### config.mk
export PLATFORM = sky130hd
export DESIGN_NAME = button_conditioner
export DESIGN_NICKNAME = d
export VERILOG_FILES = /design/src/rtl/button_conditioner.sv
export SDC_FILE = /design/constraint.sdc
export NUM_CORES = 1
export LEC_CHECK = 0
export CORE_ASPECT_RATIO = 0.5
export CORE_MARGIN = 8
export CORE_UTILIZATION = 36
export CTS_CLUSTER_SIZE = 28
export DETAILED_ROUTE_END_ITERATION = 8
export GPL_ROUTABILITY_DRIVEN = 0
export HOLD_SLACK_MARGIN = 0.1
export SETUP_SLACK_MARGIN = 0.4
export SLEW_MARGIN = 25
export SYNTH_ARGS = -nofsm -noshare
export SYNTH_HDL_FRONTEND = slang
export SYNTH_SLANG_ARGS = --single-unit
### constraint.sdc
create_clock -name clk -period 3.4 [get_ports clk]
set_input_delay 0.51 -clock clk [delete_from_list [all_inputs] [get_ports clk]]
set_output_delay 0.51 -clock clk [all_outputs]
set_load 0.005 [all_outputs]
### src/rtl/button_conditioner.sv
// -----------------------------------------------------------------------------
// button_conditioner
//
// Conditions five asynchronous pushbuttons (bit 0=P, 1=R, 2=L, 3=U, 4=D) into
// clean, registered levels and single-cycle press pulses for the user-control
// FSM. Each channel is handled independently by identical logic:
//   2-flop synchronizer -> debounce counter -> pulse generator
// and, on bits 3 and 4 only, an optional auto-repeat counter.
//
// Compile-time option:
//   AUTOREPEAT_EN  When defined, U/D (bits 3, 4) emit extra pulses while held:
//                  the first REPEAT_DELAY cycles after the press pulse, then
//                  every REPEAT_PERIOD cycles until release. When undefined,
//                  no repeat hardware exists and every bit pulses once per press.
//
// Parameters (each must be in 1 .. 2^27-1):
//   DEBOUNCE_CYCLES  consecutive stable cycles before btn_level changes
//   REPEAT_DELAY     cycles from press pulse to first repeat pulse
//   REPEAT_PERIOD    cycles between later repeat pulses
//
// Ports:
//   clk        in   1  system clock, rising edge
//   reset      in   1  synchronous, active-high; clears all state
//   btn_raw    in   5  asynchronous button inputs
//   btn_pulse  out  5  one-cycle press events (registered)
//   btn_level  out  5  debounced levels (registered)
//
// Output timing: with edge 1 being the first edge that samples a held
// btn_raw[i]=1, btn_level[i] and btn_pulse[i] rise together after edge
// DEBOUNCE_CYCLES+2. Releases use the same latency and never pulse.
// Simultaneous presses pulse simultaneously; there is no arbitration here.
// -----------------------------------------------------------------------------
module button_conditioner #(
  parameter int DEBOUNCE_CYCLES = 1000000,
  parameter int REPEAT_DELAY    = 50000000,
  parameter int REPEAT_PERIOD   = 10000000
) (
  input  logic       clk,
  input  logic       reset,
  input  logic [4:0] btn_raw,
  output logic [4:0] btn_pulse,
  output logic [4:0] btn_level
);

  localparam int NB = 5;
  localparam int CW = 27;

  localparam logic [CW-1:0] DB_TARGET = CW'(DEBOUNCE_CYCLES);
  localparam logic [CW-1:0] ONE       = CW'(1);

  // Synchronizer, debounced level and pulse registers
  logic [NB-1:0] sync1_q, sync1_d;
  logic [NB-1:0] sync2_q, sync2_d;
  logic [NB-1:0] level_q, level_d;
  logic [NB-1:0] pulse_q, pulse_d;

  // Per-channel debounce counters
  logic [CW-1:0] db_cnt_q [NB];
  logic [CW-1:0] db_cnt_d [NB];

  // High for the one edge on which a channel's debounced level changes
  logic [NB-1:0] flip;

`ifdef AUTOREPEAT_EN
  localparam logic [CW-1:0] RPT_DELAY  = CW'(REPEAT_DELAY);
  localparam logic [CW-1:0] RPT_PERIOD = CW'(REPEAT_PERIOD);

  // Repeat counters for bits 3 and 4 (index 0 -> bit 3, index 1 -> bit 4).
  // They count down to the next repeat pulse: loaded with REPEAT_DELAY on the
  // press pulse, reloaded with REPEAT_PERIOD on each repeat pulse, and held at
  // 0 while the button is released. A pulse fires on the edge where the count
  // is 1, i.e. exactly N edges after the load.
  logic [CW-1:0] rpt_cnt_q [2];
  logic [CW-1:0] rpt_cnt_d [2];
`endif

  // ---------------------------------------------------------------------------
  // Synchronizer and debounce
  // ---------------------------------------------------------------------------
  always_comb begin
    sync1_d = btn_raw;
    sync2_d = sync1_q;
    level_d = level_q;
    flip    = '0;
    for (int i = 0; i < NB; i++) begin
      db_cnt_d[i] = '0;
      if (sync2_q[i] != level_q[i]) begin
        // Flip on the edge the count would reach the target; the counter
        // clears on that same edge so the next change starts from zero.
        if (db_cnt_q[i] + ONE == DB_TARGET) begin
          level_d[i] = sync2_q[i];
          flip[i]    = 1'b1;
        end else begin
          db_cnt_d[i] = db_cnt_q[i] + ONE;
        end
      end
    end
  end

  // ---------------------------------------------------------------------------
  // Pulse generation (press edge, plus optional auto-repeat on bits 3/4)
  // ---------------------------------------------------------------------------
  always_comb begin
    // Press pulse only on a 0->1 flip; releases never pulse.
    pulse_d = flip & sync2_q;
`ifdef AUTOREPEAT_EN
    for (int j = 0; j < 2; j++) begin
      rpt_cnt_d[j] = rpt_cnt_q[j];
      if (!level_d[j+3]) begin
        // Released (or releasing this edge): stop immediately, no pulse.
        rpt_cnt_d[j] = '0;
      end else if (flip[j+3]) begin
        rpt_cnt_d[j] = RPT_DELAY;
      end else if (rpt_cnt_q[j] == ONE) begin
        rpt_cnt_d[j]   = RPT_PERIOD;
        pulse_d[j+3]   = 1'b1;
      end else if (rpt_cnt_q[j] != '0) begin
        rpt_cnt_d[j] = rpt_cnt_q[j] - ONE;
      end
    end
`endif
  end

  // ---------------------------------------------------------------------------
  // State registers
  // ---------------------------------------------------------------------------
  always_ff @(posedge clk) begin
    if (reset) begin
      sync1_q <= '0;
      sync2_q <= '0;
      level_q <= '0;
      pulse_q <= '0;
      for (int i = 0; i < NB; i++) begin
        db_cnt_q[i] <= '0;
      end
`ifdef AUTOREPEAT_EN
      for (int j = 0; j < 2; j++) begin
        rpt_cnt_q[j] <= '0;
      end
`endif
    end else begin
      sync1_q <= sync1_d;
      sync2_q <= sync2_d;
      level_q <= level_d;
      pulse_q <= pulse_d;
      for (int i = 0; i < NB; i++) begin
        db_cnt_q[i] <= db_cnt_d[i];
      end
`ifdef AUTOREPEAT_EN
      for (int j = 0; j < 2; j++) begin
        rpt_cnt_q[j] <= rpt_cnt_d[j];
      end
`endif
    end
  end

  assign btn_pulse = pulse_q;
  assign btn_level = level_q;

endmodule

==> summary.txt <==
Route
  – Drt drc: 0
  – First-pass DRT Iterations: 5
  – Post-DRT Antenna Nets: 0
  – Initial DRC Count: about 570
  – Post-DR wirelength/cell: 13.6 um
  – Post-Route WL: 18000 um
  – Via total after detailed routing: between 6000 and 7000
  – Routed vias/inst: 5.25

Floorplan
  – CORE AREA: 22600 um^2
  – Initial Utilization: 0.364
  – Die Span Y: 123 um
  – Die area: about 28000 um^2
  – Num rows: 39
  – Ports: 17
  – Die W: around 230 um

Clock network
  – CTS Buf Count: 17
  – Max Buffers Root-to-Sink: 2
  – H-tree Lvls: 4
  – Clock Pin Slew Worst Setup and Hold Paths: 60 ps
  – TritonCTS clock tree: built
  – Worst-Skew Late Latency: 430 ps
  – CTS sink count: approximately 160
  – CTS Root Cell: clkbuf_16

Logic synthesis
  – Leading area contributor after synthesis: dfxtp_1
  – Number of distinct library cells after synthesis: 75
  – Yosys reg bits: around 160
  – Fraction of registers with async set or reset after synthesis: 0
  – Post-Syn Area: just over 8000 um^2
  – Synth cell count leaders: nor2_1, dfxtp_1, xnor2_1, nand2_1, nand3_1
  – Top cells by area, synth: dfxtp_1, nor2_1, xnor2_1, xor2_1, nand4_1
  – Most common cell in the synthesized netlist: nor2_1
  – Synth top area share: 0.378
  – Count of mapped cells out of synthesis: a little under 1000
  – Mean Syn Cell Area: 8.27 um^2
  – Mapped Nets: slightly above 1000
  – Seq/Total Area, Yosys: 0.378
  – Post-synth EDFFs: 0
  – Dominant synthesized flop cell: dfxtp_1
  – Synth Warn #: 0

Place
  – Post-DP HPWL: around 13000 um
  – Port bufs: 16
  – Worst slack at placement: 358 ps

Worst hold path
  – Hold Crit Class: flip-flop to flip-flop

Critical path
  – Critical path type: flip-flop to flip-flop
  – Worst path arrival time: about 3200 ps
  – Buf/Inv on CP: 1
  – Startpoint Class: flip-flop
  – Worst-path cell chain: ha_4, and4_2, a211oi_1, or4_1, a211o_1, or4_1, o21ai_2, buf_12, nor2_1
  – Maximum fanout along the worst path: 26
  – Slowest Stage Delay on Critical Path: ~550 ps
  – Crit. End Element: flip-flop
  – Critical-path top delay cell: or4_1
  – Critical path's top delay family: simple AND/OR/NAND/NOR gates
  – CP most frequent cell: or4_1
  – Req. time, crit path: between 3000 and 4000 ps

Final layout
  – Layout fillers: 2257
  – Nets: about 1000
  – Ant diodes: 0
  – Share of layout cells above drive strength 1: 0.0968
  – Area of the multi-input gates: about 4900 um^2
  – Layout Area Growth over Synthesis: 14.6%
  – FF+latch area: about 3100 um^2

Global route
  – Gr usage total: 0.128
  – First-pass GRT wire length: ~30000 um
  – Largest net degree at the start of global routing: 28
  – Initial antenna violation count: 0
  – Total congestion overflow: 0
  – Vias in the first global route: around 6300

Timing
  – Fmax achieved: around 350 MHz
  – Hold Fails Final Rpt: 0
  – Fin Clk Skew: between 10 and 15 ps
  – RSZ-0062 raised after global routing: false
  – Setup TNS: 0 ps
  – Worst setup margin: about 540 ps
  – Fin crit share: 0.842
  – Fin crit period: around 2900 ps
  – Worst Tran Pin Value: around 780 ps
  – Endpoints failing setup: 0
  – Fin. max-slew vios: 0
  – Rel. slew slack: 0.477

Run status
  – Status: finished, final reports clean

Power
  – LEAKAGE: between 2 and 3 nW
  – Worst IR drop on VDD: around 220 uV
  – Cell Pwr Density: about 410 nW/um^2

Flow run
  – Max cap viols: 0
per-stage QoR:
stage,std cells,hold WS (ps),area [um^2],power [mW],util
after floorplan,994,414,8220,1.89,-
after global placement,1281,416,8650,1.91,0.383
after detailed placement,1281,426,8650,1.91,0.383
after CTS,1313,440,9290,3.93,0.411
after global routing,1319,460,9410,4.01,0.417
final,1319,434,9410,3.88,0.417
final timing paths:
path,start,end,slack [ps],depth (start not counted)
worst max-delay path,db_cnt_q[0][0],db_cnt_q[0][24],540,9
worst min-delay path,sync1_q[4],sync2_q[4],430,1
worst max register to register,db_cnt_q[0][0],db_cnt_q[0][24],540,9
worst min register to register,sync1_q[4],sync2_q[4],430,1
area by class of cell:
type / count / area share
clock buffer: 19 / 0.0471
clock inverter: 12 / 0.0183
inverter: 16 / 0.00638
multi-input combinational: 770 / 0.518
sequential: 155 / 0.331
tap: 307 / 0.0408
timing repair buffer: 40 / 0.0387
layer usage:
metal / global-route usage / routed length [um] / up-vias
li1: - / - / 3558
met1: 0.167 / 8990 / 3240
met2: 0.205 / 8130 / 100
met3: 0.0277 / 551 / 27
met4: 0.0507 / 327 / 0
met5: 0 / 0 / -
cell families (layout without fill, tap and decap cells):
| group | after synthesis | after routing | share of synthesized area |
|---|---|---|---|
| xor gates and xnor gates | 123 | 123 | 0.131 |
| muxes | 9 | 9 | 0.0113 |
| AOI/OAI and AO/OA | 106 | 106 | 0.0978 |
| DFF | 155 | 155 | 0.378 |
| and+or+nand+nor | 526 | 526 | 0.335 |
| buffers and inverters | 69 | 87 | 0.0379 |
| adders and majority gates | 6 | 6 | 0.00914 |
where the power goes:
group / total (mW) / leakage (nW) / internal [mW] / switching [mW]
clock: 2.01 / 0.299 / 1.24 / 0.766
combinational: 0.0443 / 1.34 / 0.0186 / 0.0257
sequential: 1.83 / 1.25 / 1.82 / 0.00522
total: 3.88 / 2.90 / 3.08 / 0.797
worst reg2reg max path, cell delays in order, from the launching register on:
cell and delay (ps):
dfxtp_2 390, ha_4 190, and4_2 310, a211oi_1 90, or4_1 550, a211o_1 280, or4_1 470, o21ai_2 210
buf_12 190, nor2_1 70
registers in the layout, indices dropped and copies added, names as in the netlist:
register	cells
db_cnt_q	135
sync1_q	5
btn_level	5
btn_pulse	5
sync2_q	5
timing repair:
action / 4_1_cts / 5_1_grt
pin swaps: 1 / 7
resized for setup: 6 / 22
hold buffers: 0 / 0
endpoints found under the setup margin: 78 / 77
buffers inserted: 1 / 6
layout by cell type (no fill, tap or decap), types with 10 or more instances in the layout:
cell,n
and4_1,11
clkbuf_16,17
nand4_1,54
nor2b_1,19
nand2b_1,11
a21oi_1,24
nor2_1,171
xnor2_1,69
dfxtp_1,147
nor4_1,30
nand3_1,55
and3_1,20
inv_1,16
xor2_1,54
nor3_1,29
nand2_1,60
clkdlybuf4s50_1,16
buf_4,21
or3_1,10
Power figures use the tool's default switching activity.
